File: src/rtl/led_pwm_pio_if.sv
// Avalon-MM slave bus bundle for led_pwm_pio: word address, write, read, and read data with a fixed latency of 1.
interface led_pwm_pio_if;
    logic [3:0]  avs_address;
    logic        avs_write;
    logic [31:0] avs_writedata;
    logic        avs_read;
    logic [31:0] avs_readdata;

    modport slave (
        input  avs_address,
        input  avs_write,
        input  avs_writedata,
        input  avs_read,
        output avs_readdata
    );

    modport master (
        output avs_address,
        output avs_write,
        output avs_writedata,
        output avs_read,
        input  avs_readdata
    );
endinterface

File: src/rtl/led_pwm_pio.sv
// Avalon-MM LED/PIO peripheral. Each channel drives either a direct register bit or a PWM output with shadowed duty.
// Optional LED_PWM_FADE_EN: at each period start the active duty steps one count toward its target.
module led_pwm_pio #(
    parameter int NUM_CH        = 8,
    parameter int PWM_BITS      = 8,
    parameter int PRESCALE_BITS = 16
) (
    input  logic              clk_clk,
    input  logic              reset_reset_n,
    led_pwm_pio_if.slave      avs,
    output logic [NUM_CH-1:0] leds_export
);

    localparam logic [PWM_BITS-1:0]      PWM_LAST = {{(PWM_BITS-1){1'b1}}, 1'b0};
    localparam logic [PWM_BITS-1:0]      PWM_ONE  = PWM_BITS'(1);
    localparam logic [PRESCALE_BITS-1:0] PRE_ONE  = PRESCALE_BITS'(1);
    localparam int                       ADDR_DUTY0 = 4;

    logic [NUM_CH-1:0]        out_q;
    logic [NUM_CH-1:0]        mode_q;
    logic [NUM_CH-1:0]        leds_q;
    logic [PRESCALE_BITS-1:0] prescale_q;
    logic [PRESCALE_BITS-1:0] pre_cnt_q;
    logic [PWM_BITS-1:0]      pwm_cnt_q;
    logic [15:0]              status_q;
    logic [PWM_BITS-1:0]      target_q [NUM_CH];
    logic [PWM_BITS-1:0]      active_q [NUM_CH];
    logic [PWM_BITS-1:0]      active_d [NUM_CH];
    logic [31:0]              readdata_q;
    logic [31:0]              readdata_d;

    logic              tick;
    logic              period_start;
    logic              wr_out;
    logic              wr_mode;
    logic              wr_prescale;
    logic [NUM_CH-1:0] duty_we;
    logic [NUM_CH-1:0] pwm;
    logic              unused_wdata;

    assign unused_wdata = ^avs.avs_writedata;

    assign tick         = (pre_cnt_q == prescale_q);
    assign period_start = tick && (pwm_cnt_q == PWM_LAST);

    always_comb begin
        wr_out      = avs.avs_write && (avs.avs_address == 4'd0);
        wr_mode     = avs.avs_write && (avs.avs_address == 4'd1);
        wr_prescale = avs.avs_write && (avs.avs_address == 4'd2);
        duty_we     = '0;
        for (int ch = 0; ch < NUM_CH; ch++) begin
            duty_we[ch] = avs.avs_write && (avs.avs_address == 4'(ADDR_DUTY0 + ch));
        end
    end

    // Active duty only changes at period start, so a running period is never cut short or stretched.
    always_comb begin
        for (int ch = 0; ch < NUM_CH; ch++) begin
`ifdef LED_PWM_FADE_EN
            active_d[ch] = active_q[ch];
            if (active_q[ch] < target_q[ch]) begin
                active_d[ch] = active_q[ch] + PWM_ONE;
            end else if (active_q[ch] > target_q[ch]) begin
                active_d[ch] = active_q[ch] - PWM_ONE;
            end
`else
            active_d[ch] = target_q[ch];
`endif
            pwm[ch] = (pwm_cnt_q < active_q[ch]);
        end
    end

`ifdef LED_PWM_FADE_EN
    logic fading;
    always_comb begin
        fading = 1'b0;
        for (int ch = 0; ch < NUM_CH; ch++) begin
            if (active_q[ch] != target_q[ch]) begin
                fading = 1'b1;
            end
        end
    end
`endif

    always_comb begin
        readdata_d = '0;
        case (avs.avs_address)
            4'd0: readdata_d[NUM_CH-1:0]        = out_q;
            4'd1: readdata_d[NUM_CH-1:0]        = mode_q;
            4'd2: readdata_d[PRESCALE_BITS-1:0] = prescale_q;
            4'd3: begin
                readdata_d[15:0] = status_q;
`ifdef LED_PWM_FADE_EN
                readdata_d[16]   = fading;
`endif
            end
            default: begin
                for (int ch = 0; ch < NUM_CH; ch++) begin
                    if (avs.avs_address == 4'(ADDR_DUTY0 + ch)) begin
                        readdata_d[PWM_BITS-1:0] = target_q[ch];
                    end
                end
            end
        endcase
    end

    always_ff @(posedge clk_clk or negedge reset_reset_n) begin
        if (!reset_reset_n) begin
            out_q      <= '0;
            mode_q     <= '0;
            leds_q     <= '0;
            prescale_q <= '0;
            pre_cnt_q  <= '0;
            pwm_cnt_q  <= '0;
            status_q   <= '0;
            readdata_q <= '0;
            for (int ch = 0; ch < NUM_CH; ch++) begin
                target_q[ch] <= '0;
                active_q[ch] <= '0;
            end
        end else begin
            if (wr_out)      out_q      <= avs.avs_writedata[NUM_CH-1:0];
            if (wr_mode)     mode_q     <= avs.avs_writedata[NUM_CH-1:0];
            if (wr_prescale) prescale_q <= avs.avs_writedata[PRESCALE_BITS-1:0];

            // A PRESCALE write restarts the tick interval but leaves the PWM phase alone.
            if (wr_prescale || tick) begin
                pre_cnt_q <= '0;
            end else begin
                pre_cnt_q <= pre_cnt_q + PRE_ONE;
            end

            if (tick) begin
                pwm_cnt_q <= (pwm_cnt_q == PWM_LAST) ? '0 : pwm_cnt_q + PWM_ONE;
            end
            if (period_start) begin
                status_q <= status_q + 16'd1;
            end

            for (int ch = 0; ch < NUM_CH; ch++) begin
                if (duty_we[ch]) begin
                    target_q[ch] <= avs.avs_writedata[PWM_BITS-1:0];
                end
                if (period_start) begin
                    active_q[ch] <= active_d[ch];
                end
            end

            if (avs.avs_read) begin
                readdata_q <= readdata_d;
            end

            for (int ch = 0; ch < NUM_CH; ch++) begin
                leds_q[ch] <= mode_q[ch] ? pwm[ch] : out_q[ch];
            end
        end
    end

    assign avs.avs_readdata = readdata_q;
    assign leds_export      = leds_q;

endmodule

File: src/flat_wrapper.sv
// flat-port wrapper written by rule: the top's interface ports become plain ports
module led_pwm_pio_flat 
#(
    parameter int NUM_CH        = 8,
    parameter int PWM_BITS      = 8,
    parameter int PRESCALE_BITS = 16
)
  (clk_clk, reset_reset_n, leds_export, avs_avs_address, avs_avs_write, avs_avs_writedata, avs_avs_read, avs_avs_readdata);
  led_pwm_pio_if avs_i ();
  input  logic clk_clk;
  input  logic reset_reset_n;
  output logic [NUM_CH-1:0] leds_export;
  input wire logic [$bits(avs_i.avs_address)-1:0] avs_avs_address;
  input wire logic [$bits(avs_i.avs_write)-1:0] avs_avs_write;
  input wire logic [$bits(avs_i.avs_writedata)-1:0] avs_avs_writedata;
  input wire logic [$bits(avs_i.avs_read)-1:0] avs_avs_read;
  output wire logic [$bits(avs_i.avs_readdata)-1:0] avs_avs_readdata;
  assign avs_i.avs_address = avs_avs_address;
  assign avs_i.avs_write = avs_avs_write;
  assign avs_i.avs_writedata = avs_avs_writedata;
  assign avs_i.avs_read = avs_avs_read;
  assign avs_avs_readdata = avs_i.avs_readdata;
  led_pwm_pio #(.NUM_CH(NUM_CH), .PWM_BITS(PWM_BITS), .PRESCALE_BITS(PRESCALE_BITS)) u_core (.clk_clk(clk_clk), .reset_reset_n(reset_reset_n), .avs(avs_i), .leds_export(leds_export));
endmodule
File: config.mk
export PLATFORM = sky130hd
export DESIGN_NAME = led_pwm_pio_flat
export DESIGN_NICKNAME = d
export VERILOG_FILES = /design/src/rtl/led_pwm_pio_if.sv /design/src/rtl/led_pwm_pio.sv /design/src/flat_wrapper.sv
export SDC_FILE = /design/constraint.sdc
export NUM_CORES = 1
export LEC_CHECK = 0
export ABC_AREA = 1
export CAP_MARGIN = 10
export CORE_MARGIN = 1
export CORE_UTILIZATION = 45
export CTS_CLUSTER_SIZE = 20
export DETAILED_ROUTE_END_ITERATION = 10
export PLACE_DENSITY_LB_ADDON = 0.08
export SLEW_MARGIN = 25
export SYNTH_ARGS = -nofsm -noshare
export SYNTH_HDL_FRONTEND = slang
export SYNTH_SLANG_ARGS = --single-unit
File: constraint.sdc
create_clock -name clk_clk -period 2.6 [get_ports clk_clk]
set_clock_uncertainty 0.2 [all_clocks]
set_input_delay 0.78 -clock clk_clk [delete_from_list [all_inputs] [get_ports clk_clk]]
set_output_delay 0.78 -clock clk_clk [all_outputs]
set_load 0.05 [all_outputs]
==> summary.md, run 1 <==
| Metric | Value |
|---|---|
| Status | `finished, final reports clean` |
| Synth top area cells | `dfrtp_1 48%, nand2_1 15%, ha_1 6.4%` |
| CTS tree | `yes` |
| Number of synthesized flops with an enable pin | `0` |
| Post-layout util | `0.5479` |
| Initial drt markers | `~790` |
| Pwr/cell area | `685.3 mW/mm2` |
| Relative slew slack | `0.5659` |
| WL per Instance | `around 17 um` |
| Cell variety after synth | `32` |
| Internal reg-to-reg setup slack | `470 ps` |
| Final Max Slew Viols | `0` |
| Grt ovf | `0` |
| Die Width | `roughly 160 um` |
| IO Port Bufs | `47` |
| CP Data Arrival Time | `1490 ps` |
| Core area | `0.02533 mm2` |
| Mux contribution to synthesized area | `0.001929` |
| Initial Util | `0.4610` |
| Reg2Reg Launch Point | `u_core.pwm_cnt_q[0]` |
| Post-synth top cells | `473 x nand2_1, 224 x dfrtp_1, 155 x inv_1` |
| Post-synth top area share | `0.4801` |
| Syn_area_per_cell | `~8 um2` |
| DRC violations left | `0` |
| Via count | `9573` |
| CTS Buffer Depth | `3` |
| GP Congestion | `0.8725` |
| Die area | `0.02659 mm2` |
| Post-Syn Instances | `approximately 1.5k` |
| Min-delay worst type | `input port to asynchronous set/reset pin` |
| CTS Sinks | `224` |
| Synth Area in Compound Gates | `0.09592` |
| Initial antenna violation count | `0` |
| Period minus WS final | `about 2500 ps` |
| Biggest area consumer among synthesized cells | `dfrtp_1` |
| Global Route Usage Sum | `0.2510` |
| Synth Area in Simple Gates | `0.2366` |
| Cts hold-fix bufs | `0` |
| Critical Path RT | `1620 ps` |
| Leak | `6.909 nW` |
| Transition time of the tightest slew-check pin | `651.1 ps` |
| Met1 wire length | `15.39 mm` |
| Peak supply drop | `0.0005660 V` |
| Reg clk slew, reported paths | `60 ps` |
| Diodes inserted | `0` |
| Die Height | `163.1 um` |
| Met3 routed WL | `roughly 1.6 mm` |
| Seq cells post-synth | `224` |
| Critical path type | `flop to output pin` |
| Final Hold Viols | `0` |
| Most used DFF post-synth | `dfrtp_1` |
| Worst path cell trace | `dlygate4sd2_1` |
| CP startpoint kind | `flop` |
| CP Max Fanout | `2` |
| Share of async-settable or async-resettable flops after synthesis | `1.000` |
| Htree depth | `1` |
| Fin crit share | `0.9496` |
| Cell Rows | `58` |
| I/O pin total | `80` |
| Setup violations, final | `0` |
| Worst R2R Path Depth | `9` |
| Drt first pass iters | `5` |
| Mapped Area | `0.01167 mm2` |
| Met2 WL post-DR | `13.78 mm` |
| Most common cell in the netlist | `nand2_1` |
| Largest net degree at the start of global routing | `71` |
| Final HPWL DP | `22.44 mm` |
| Placed cell count | `between 1.5k and 2k` |
| Final wirelength | `approximately 32 mm` |
| Setup ws final | `131.0 ps` |
| CP max stage cell | `dlygate4sd2_1` |
| Max Fclk | `0.4050 GHz` |
| Synth Area in Adders | `0.06430` |
| Synthesis Warnings | `0` |
| Vias/cell | `about 5.0` |
| Max layer used | `met4` |
| First-pass GRT wire length | `50.91 mm` |
| Worst setup EP type | `output pin` |
| NumNets Final | `roughly 1.7k` |
| Pre-CTS setup slack | `-256.4 ps` |
| Reg2reg end | `u_core.active_q[20]` |
| Worst-skew pair later-pin latency | `530 ps` |
| RSZ-0062 raised after global routing | `no` |
| Largest family of logic cells by synthesized area | `simple AND/OR/NAND/NOR gates` |
| Max Cap Viol | `0` |
| Share of cells above drive strength 1 | `0.09439` |
| CP top delay family | `buffers and inverters` |
| CP max stage delay | `550 ps` |
| Clock root cell | `clkbuf_16` |
| Crit path buffers/inverters | `1` |
| Sequential area share after synthesis | `0.4801` |
| CTS Buf Count | `26` |
| Antenna Violating Nets Remaining | `0` |
| Area grow syn2layout | `18.85%` |
| Number of global-route vias before repair | `9218` |
| Non-filler cells, final | `about 1.9k` |
| Synth Area in XOR/XNOR | `0.03376` |
how the worst max path moves through the flow:
stage,from,endpoint,slack (ps),cells past startpoint
2_1_floorplan,avs_avs_address[0],u_core.active_d[38],480,7
3_3_place_gp,avs_avs_address[2],u_core.avs.avs_readdata[5],-210,10
3_5_place_dp,avs_avs_address[2],u_core.avs.avs_readdata[5],-260,10
4_1_cts,u_core.avs.avs_readdata[2],avs_avs_readdata[2],110,1
5_1_grt,u_core.avs.avs_readdata[0],avs_avs_readdata[0],90,1
6_report,u_core.avs.avs_readdata[0],avs_avs_readdata[0],130,1
cells by family after synthesis:
family,count (synthesis)
adders and majority gates,60
xor gates and xnor gates,45
and+or+nand+nor,672
buffers and inverters,234
AOI/OAI and AO/OA,216
DFF,224
muxes,2
other,1
sequential cells by signal, summed over array words and instances, names as in the netlist:
register	flops
u_core.active_q	64
u_core.pwm_cnt_q	8
u_core.active_d	64
u_core.pre_cnt_q	16
u_core.leds_export	8
u_core.status_q	16
u_core.avs.avs_readdata	16
u_core.out_q	8
u_core.mode_q	8
u_core.prescale_q	16
routing by layer:
metal	track usage	vias to the layer above
met1	0.3727	4490
met4	0.07307	0
met3	0.03123	50
met2	0.3828	230
li1	-	4803
met5	0	-
area by class of cell:
type	count	area, um2
multi-input combinational	1011	5110
tap	330	412.9
clock buffer	31	710.7
fill	2404	11450
timing repair buffer	130	1231
sequential	224	5605
clock inverter	13	209.0
inverter	159	596.8
power breakdown:
part	total, mW	switching, mW	internal, mW
clock	3.93	1.49	2.44
combinational	1.32	0.856	0.461
sequential	4.26	0.371	3.89
placed cells by master (no fill, tap or decap), types with 3 or more instances in the layout:
| cell | instances |
|---|---|
| dfrtp_1 | 224 |
| nand3_1 | 79 |
| clkinvlp_4 | 3 |
| a21oi_1 | 52 |
| ha_1 | 60 |
| dlygate4sd2_1 | 24 |
| nor2_1 | 77 |
| clkinv_4 | 3 |
| o21ai_1 | 49 |
| a31oi_1 | 5 |
| clkbuf_16 | 27 |
| nand2_1 | 473 |
| buf_12 | 13 |
| xnor2_1 | 6 |
| inv_1 | 155 |
| o21a_1 | 8 |
| clkdlybuf4s50_1 | 22 |
| o21ai_0 | 92 |
| xor2_1 | 39 |
| nor2_2 | 6 |
| nand4_1 | 14 |
| nor3_1 | 12 |
| inv_2 | 4 |
| buf_4 | 70 |
| o22ai_1 | 10 |
| conb_1 | 16 |
| bufinv_16 | 5 |
per-stage QoR:
step / area [um2] / setup TNS, ps / hold WS [ps] / power, mW
2_1_floorplan: 11730 / 0 / 248.9 / 5.085
3_3_place_gp: 12990 / -2686 / 261.2 / 5.636
3_5_place_dp: 12990 / -3769 / 264.8 / 5.667
4_1_cts: 13880 / 0 / 71.47 / 9.598
5_1_grt: 13880 / 0 / 103.0 / 9.945
6_report: 13880 / 0 / 67.15 / 9.509
repair_timing:
item                                    4_1_cts  5_1_grt
endpoints found under the hold margin         0        0
gates resized for setup                      24        0
endpoints found under the setup margin       24        0
setup buffers                                 0        0
(Power assumes the default switching activity.)
==> run 2, diff against run 1 <==
--- a/config.mk
+++ b/config.mk
@@ -12,6 +12,7 @@
 export CTS_CLUSTER_SIZE = 20
 export DETAILED_ROUTE_END_ITERATION = 10
 export PLACE_DENSITY_LB_ADDON = 0.08
+export SKIP_LAST_GASP = 1
 export SLEW_MARGIN = 25
 export SYNTH_ARGS = -nofsm -noshare
 export SYNTH_HDL_FRONTEND = slang
==> results of run 2 <==
Same layout as run 1: the final DEF is identical, and so are final timing and power.
==> run 3, diff against run 2 <==
==> constraint.sdc (replaced) <==
create_clock -name clk_clk -period 2.6 [get_ports clk_clk]
set_clock_uncertainty 0.2 [all_clocks]
set_input_delay 0.52 -clock clk_clk [delete_from_list [all_inputs] [get_ports clk_clk]]
set_output_delay 0.52 -clock clk_clk [all_outputs]
set_load 0.05 [all_outputs]
==> run 3 against run 2 <==
Compared with the run above:
- worst hold slack gained 210 ps
- critical path depth stayed put
- sequential power about the same
- highest routed layer unchanged
- total power decreased by 1.8%
- first-iteration DRC count decreased by 11%
==> summary.md, run 3 (same netlist as run 1, synthesis figures left out) <==
| Metric | Value |
|---|---|
| Non-filler cells, final | `1865 (was 1898)` |
| Grt ovf | `0 (unchanged)` |
| Die Width | `163.1 um (unchanged)` |
| Post-CTS Setup Inserts | `0 (unchanged)` |
| Leak | `6.636 nW (was 6.909 nW)` |
| Final wirelength | `31.23 mm (was 31.59 mm)` |
| Antenna Violating Nets Remaining | `0 (unchanged)` |
| Most frequent cells in the layout | `473 x nand2_1, 224 x dfrtp_1, 155 x inv_1 (unchanged)` |
| Largest net degree at the start of global routing | `64 (was 71)` |
| Fin crit share | `0.9513 (was 0.9496)` |
| Placed cell count | `1819 (was 1854)` |
| CTS tree | `yes (unchanged)` |
| CP Data Arrival Time | `1750 ps (was 1490 ps)` |
| Worst-skew pair later-pin latency | `530 ps (about the same)` |
| Max Cap Viol | `0 (unchanged)` |
| Number of global-route vias before repair | `8934 (was 9218)` |
| Core area | `0.02533 mm2 (unchanged)` |
| CP top delay family | `buffers and inverters (unchanged)` |
| Initial antenna violation count | `0 (unchanged)` |
| WHS Endpoint | `u_core.active_q[10]` |
| CP startpoint kind | `flop (unchanged)` |
| Clock root cell | `clkbuf_16 (unchanged)` |
| Hold Crit Depth | `2` |
| Max Fclk | `0.4043 GHz (was 0.4050 GHz)` |
| Final Max Slew Viols | `0 (unchanged)` |
| GP Congestion | `0.8663 (was 0.8725)` |
| First-pass GRT wire length | `50.75 mm (was 50.91 mm)` |
| Drt first pass iters | `5 (unchanged)` |
| RSZ-0062 raised after global routing | `no (unchanged)` |
| Reg2reg end | `u_core.active_q[19] (was u_core.active_q[20])` |
| WL per Instance | `16.74 um (was 16.64 um)` |
| CTS Sinks | `224 (unchanged)` |
| Worst setup EP type | `output pin (unchanged)` |
| Period minus WS final | `2473 ps (was 2469 ps)` |
| Htree depth | `1 (unchanged)` |
| Peak supply drop | `0.0004298 V (was 0.0005660 V)` |
| Internal reg-to-reg setup slack | `490 ps (was 470 ps)` |
| Relative slew slack | `0.5792 (was 0.5659)` |
| Final Hold Viols | `0 (unchanged)` |
| Die area | `0.02659 mm2 (unchanged)` |
| Area grow syn2layout | `16.19% (was 18.85%)` |
| FILL cells | `2442 (was 2404)` |
| Reg clk slew, reported paths | `60 ps (about the same)` |
| Pwr/cell area | `688.0 mW/mm2 (was 685.3 mW/mm2)` |
| NumNets Final | `1618 (was 1652)` |
| CP max stage delay | `830 ps (was 550 ps)` |
| DRC violations left | `0 (unchanged)` |
| Via count | `9404 (was 9573)` |
| Cts hold-fix bufs | `1 (was 0)` |
| Diodes inserted | `0 (unchanged)` |
| Transition time of the tightest slew-check pin | `630.5 ps (was 651.1 ps)` |
| CTS Buf Count | `26 (unchanged)` |
| Critical path type | `flop to output pin (unchanged)` |
| Setup violations, final | `0 (unchanged)` |
| Worst path cell trace | `clkdlybuf4s50_1 (was dlygate4sd2_1)` |
| I/O pin total | `80 (unchanged)` |
| Status | `finished, final reports clean (unchanged)` |
| Cell Rows | `58 (unchanged)` |
| CP Max Fanout | `2 (unchanged)` |
| Min-delay worst type | `flop to flop (was input port to asynchronous set/reset pin)` |
| Vias/cell | `5.042 (was 5.044)` |
| Initial Util | `0.4610 (unchanged)` |
| Hold_sp | `u_core.active_q[10]` |
| Die Height | `163.1 um (unchanged)` |
| # resized after CTS | `0 (was 24)` |
| Final HPWL DP | `21.88 mm (was 22.44 mm)` |
| CTS Buffer Depth | `3 (unchanged)` |
| Worst R2R Path Depth | `8 (was 9)` |
| IO Port Bufs | `47 (unchanged)` |
| Initial drt markers | `702 (was 792)` |
| Most common cell after layout, fill and taps aside | `nand2_1 (unchanged)` |
| Global Route Usage Sum | `0.2494 (was 0.2510)` |
| Reg2Reg Launch Point | `u_core.pwm_cnt_q[3] (was u_core.pwm_cnt_q[0])` |
| CP max stage cell | `clkdlybuf4s50_1 (was dlygate4sd2_1)` |
| Critical Path RT | `1880 ps (was 1620 ps)` |
| Crit path buffers/inverters | `1 (unchanged)` |
| Share of cells above drive strength 1 | `0.07231 (was 0.09439)` |
| Setup Total Neg Slack | `0 ps (unchanged)` |
run 3: area by class of cell:
class,instances,area (um2),share of cell area
multi-input cells,1011,5110,0.3767
clock buffers,40,804.5,0.05931
well taps,330,412.9,0.03044
flip-flops and latches,224,5605,0.4132
repair buffers,96,958.4,0.07065
clock inverters,5,77.57,0.005719
inverters,159,596.8,0.04400
run 3: report_power, final:
part / total (mW) / internal (mW) / switching [mW]
registers: 4.26 / 3.89 / 0.369
logic: 1.31 / 0.460 / 0.848
clock network: 3.77 / 2.31 / 1.46
run 3: per-layer routing:
layer  part of all wire  vias to the layer above  global-route usage
li1                   -                     4730                   -
met2               0.43                      208              0.3710
met3              0.041                       50             0.02463
met1               0.50                     4416              0.3843
met5                  0                        -                   0
met4              0.024                        0             0.06839
run 3: worst max-delay path by stage:
| stage | from | endpoint | slack (ps) | cells past startpoint |
|---|---|---|---|---|
| finish | u_core.avs.avs_readdata[0] | avs_avs_readdata[0] | 130 | 1 |
| global placement | avs_avs_address[0] | u_core.avs.avs_readdata[4] | 20 | 10 |
| detailed placement | avs_avs_address[0] | u_core.avs.avs_readdata[4] | 30 | 10 |
| global route | u_core.avs.avs_readdata[0] | avs_avs_readdata[0] | 90 | 1 |
| CTS | u_core.avs.avs_readdata[0] | avs_avs_readdata[0] | 110 | 1 |
| floorplan | u_core.pwm_cnt_q[0] | u_core.status_q[7] | 570 | 10 |
run 3: stage by stage:
stage | worst slack (ps) | utilization | cell area [um2] | hold slack [ps] | total power, mW
6_report | 126.6 | 0.5356 | 13570 | 276.5 | 9.333
5_1_grt | 88.72 | 0.5356 | 13570 | 291.0 | 9.753
4_1_cts | 105.9 | 0.5356 | 13570 | 281.0 | 9.391
3_5_place_dp | 34.32 | 0.5004 | 12670 | 265.0 | 5.621
3_3_place_gp | 15.36 | 0.5004 | 12670 | 263.0 | 5.594
2_1_floorplan | 568.2 | - | 11730 | 24.41 | 5.085
==> patch 1, RTL diff (settings of run 3) <==
Build with the macro `LED_PWM_FADE_EN` defined.
--- a/src/rtl/led_pwm_pio.sv
+++ b/src/rtl/led_pwm_pio.sv
@@ -1,4 +1,6 @@
 // Avalon-MM LED/PIO peripheral. Each channel drives either a direct register bit or a PWM output with shadowed duty.
 // Optional LED_PWM_FADE_EN: at each period start the active duty steps one count toward its target.
+`define LED_PWM_FADE_EN
+
 module led_pwm_pio #(
     parameter int NUM_CH        = 8,
Formal check against the unedited RTL: not equivalent (Yosys sat finds a counterexample within 4 cycles, from zero or initial values and one cycle with reset_reset_n low).
==> patch 1 against run 3 <==
Utilization is 7.7 points higher. Total power grew 22%. Sequential cell count grew 1. Synthesized area up 35%. Worst setup slack got worse by 0.088 ns. Non-clock buffer count rose by 274. Final area up 56%. Worst hold slack improved by 0.0011 ns. Combinational power grew to 2.6 times the old value. Wire length up 53%. Sequential power about the same. Critical endpoint is now u_core.active_q[7]$_DFFE_PN0P_. Largest power group unchanged.
==> patch 1: results (changes against run 3) <==
stage,metric,value,unit,change
cts,post-cts gate resize count,56,,+56
timing,relative max-transition margin,0.601,,+0.0221
pwr,sequential fraction of design power,0.373,,-0.083
outcome,run status,"finished, final reports clean",,
synth,count of distinct cell types in the synthesized netlist,40,,+25%
synth,synthesized-area fraction occupied by xor and xnor cells,0.0367,,+0.00290
finish,fraction of layout instances using a drive strength above 1,0.224,,+0.151
routing,detailed-routed wire length on met2,22100,um,+65%
global_routing,largest net degree at the start of global routing,61,,-4.7%
global_routing,vias in the first global route,14200,,+59%
synth,top post-synthesis cells by area,"dfrtp_1 36%, nand2_1 16%, ha_1 14%",,
cts,number of buffers added by the clock tree synthesis step,27,,+3.8%
finish,Storage cell area,5630,um2,+0.45%
finish,fraction of area in non-clock buffers,0.142,,+0.0717
routing,post-detailed-route wirelength per cell,16.1,um,-3.9%
finish,Fillers,3138,,+29%
setup_path,cell family with the largest share of critical-path delay,simple AND/OR/NAND/NOR gates,,
placement,number of placed instances with taps included,2864,,+57%
placement,pre-CTS setup slack,-0.204,ns,-0.239 ns
routing,length of routed wiring on met1,22000,um,+40%
routing,via density per instance,5.11,,+1.3%
routing,initial DRC count,867,,+24%
placement,number of buffers inserted by port buffering,48,,+2.1%
finish,Seq Cell Count,225,,+0.45%
synth,leading post-synthesis cells by instance count,"675 x nand2_1, 292 x inv_1, 225 x dfrtp_1, 172 x ha_1, 133 x nand3_1",,
global_routing,GRT Total Usage,0.264,,+0.0148
[patch 1: cell count changes after synthesis, sizes merged, moves of 20 or more]
cell and delta:
a21oi +51, nand3 +54, ha +112, inv +136, nand4 +30, nor2 +43, nand2 +201, a21o +20
[patch 1: final timing paths]
kind                                                        startpoint                                      to  slack (ns)
worst max-delay path                    u_core.target_q[7]$_DFFE_PN0P_          u_core.active_q[7]$_DFFE_PN0P_        0.04
worst min-delay path            u_core.avs.avs_readdata[5]$_DFFE_PN0P_  u_core.avs.avs_readdata[5]$_DFFE_PN0P_        0.28
worst max register to register          u_core.target_q[7]$_DFFE_PN0P_          u_core.active_q[7]$_DFFE_PN0P_        0.04
worst min register to register  u_core.avs.avs_readdata[5]$_DFFE_PN0P_  u_core.avs.avs_readdata[5]$_DFFE_PN0P_        0.28
max in group asynchronous                                reset_reset_n         u_core.target_q[13]$_DFFE_PN0P_        1.16
min in group asynchronous                                reset_reset_n         u_core.active_q[34]$_DFFE_PN0P_        0.33
==> patch 2, RTL diff (flow settings as in run 3) <==
Made on the original files. Make the reset (`reset_reset_n`) synchronous in one clocked block.
--- a/src/rtl/led_pwm_pio.sv
+++ b/src/rtl/led_pwm_pio.sv
@@ -105,5 +105,5 @@
     end
 
-    always_ff @(posedge clk_clk or negedge reset_reset_n) begin
+    always_ff @(posedge clk_clk) begin
         if (!reset_reset_n) begin
             out_q      <= '0;
Behaviour: differs if reset_reset_n is asserted again (counterexample within 4 cycles, from zero or initial values and one cycle with reset_reset_n low); with reset_reset_n held inactive, the same outputs for 4 cycles.
==> patch 2 against run 3 <==
Final area shrank 2.2%. Cell count shrank 5.3%. Sequential power shrank 5.4%. Synthesized area shrank 3.1%. Worst setup slack gained 0.078 ns. Wire length shrank 1.0%. Clock power shrank 7.7%. Fmax grew 3.3%. Sequential cell count is the same. Via count shrank 3.8%. Non-clock buffer count grew 10. Total power shrank 8.0%. Largest power group unchanged.
==> patch 2: results (changes against run 3) <==
stage,metric,value,unit,change
setup_path,"Largest stage delay, worst path",0.81,ns,-0.02 ns
placement,Routability Congestion,0.936,,+8.0%
synth,flip-flop cell with the highest count after synthesis,edfxtp_1,,
outcome,run status,"finished, final reports clean",,
finish,fraction of layout instances using a drive strength above 1,0.0742,,+0.00184
finish,Seq Cell Count,224,,unchanged
setup_path,capture point of the critical path,avs_avs_readdata[8],,
routing,via density per instance,5.12,,+1.6%
hold_path,class of the most critical hold timing path,in -> reg,,
global_routing,met2 GRT Util,0.351,,-0.0197
finish,post-layout net count,1525,,-5.7%
synth,leading post-synthesis cells by instance count,"233 x inv_1, 214 x nand2_1, 181 x nor2_1, 128 x edfxtp_1, 106 x a21oi_1",,
setup_path,r2r setup slk,0.35,ns,-0.14 ns
routing,Detailed Route WL,30900,um,-1.0%
finish,number of clock buffers in the layout,39,,-2.5%
synth,cell count after synthesis,1335,,-8.2%
hold_path,Worst Hold Launch,reset_reset_n,,
finish,Fillers,2305,,-5.6%
synth,top post-synthesis cells by area,"edfxtp_1 34%, dfxtp_1 17%, inv_1 7.7%",,
timing,Fin Hold WS,0.193,ns,-0.0831 ns
placement,Post-Place Cell Area,12500,um2,-1.7%
setup_path,arrival time at the worst endpoint,1.68,ns,-0.07 ns
timing,"crit path setup slack, layout",0.205,ns,+0.0784 ns
synth,number of flops mapped to enable cells by yosys,128,,+128
routing,post-detailed-route wirelength per cell,17.5,um,+4.5%
synth,"Seq/Total Area, Yosys",0.510,,+0.0295
global_routing,M1 GR Usage,0.384,,-0.000402
setup_path,Setup crit start,u_core.avs.avs_readdata[8]$_SDFFE_PN0P_,,
global_routing,wire length of the first global-routing pass,48400,um,-4.7%
finish,number of logic inverters in the finished layout,236,,+48%
placement,number of placed instances with taps included,1722,,-5.3%
placement,pre-CTS setup slack,0.0173,ns,-0.0171 ns
cts,number of buffers added by the clock tree synthesis step,25,,-3.8%
setup_path,FF-to-FF End,u_core.pre_cnt_q[8]$_SDFF_PP0_,,
global_routing,vias in the first global route,8333,,-6.7%
hold_path,end point of the worst hold path,u_core.status_q[0]$_SDFFE_PN0P_,,
routing,met3 routed WL,2370,um,+84%
finish,fraction of area in non-clock buffers,0.0741,,+0.00346
timing,relative max-transition margin,0.650,,+0.0709
pwr,maximum VDD drop,0.000495,V,+15%
finish,area overhead of the layout relative to synthesis,17.3,%,
global_routing,GRT Total Usage,0.245,,-0.00393
## patch 2: cell types whose count changed in the layout (fill, tap and decap cells not counted), sizes merged, moves of 11 or more
| cell | change |
|---|---|
| o221ai | +16 |
| nor2 | +99 |
| buf | +11 |
| o21ai | -96 |
| dfxtp | +96 |
| edfxtp | +128 |
| a21oi | +54 |
| nand2 | -259 |
| dfrtp | -224 |
| inv | +76 |
| xor2 | -18 |
| nand4 | +27 |
## patch 2: cell families after synthesis
logic type	count (synthesis)	share of synthesized area
fa+ha+maj	60	0.0664
flops	224	0.510
xor+xnor	33	0.0255
buf+inv	294	0.105
other cells	1	0.000331
compound gates	189	0.0932
simple gates	534	0.200
## patch 2: worst min-delay path, delay by kind of cell
kind	cells	cell delay (ns)
and+or+nand+nor	1	0.11
AOI/OAI and AO/OA	1	0.05
buffers and inverters	1	0.19
## patch 2: power breakdown
part           switching [uW]  leakage (uW)  internal (uW)  total, uW
combinational             743       0.00325            337       1080
clock                    1410      0.000389           2070       3480
sequential                112       0.00204           3920       4030
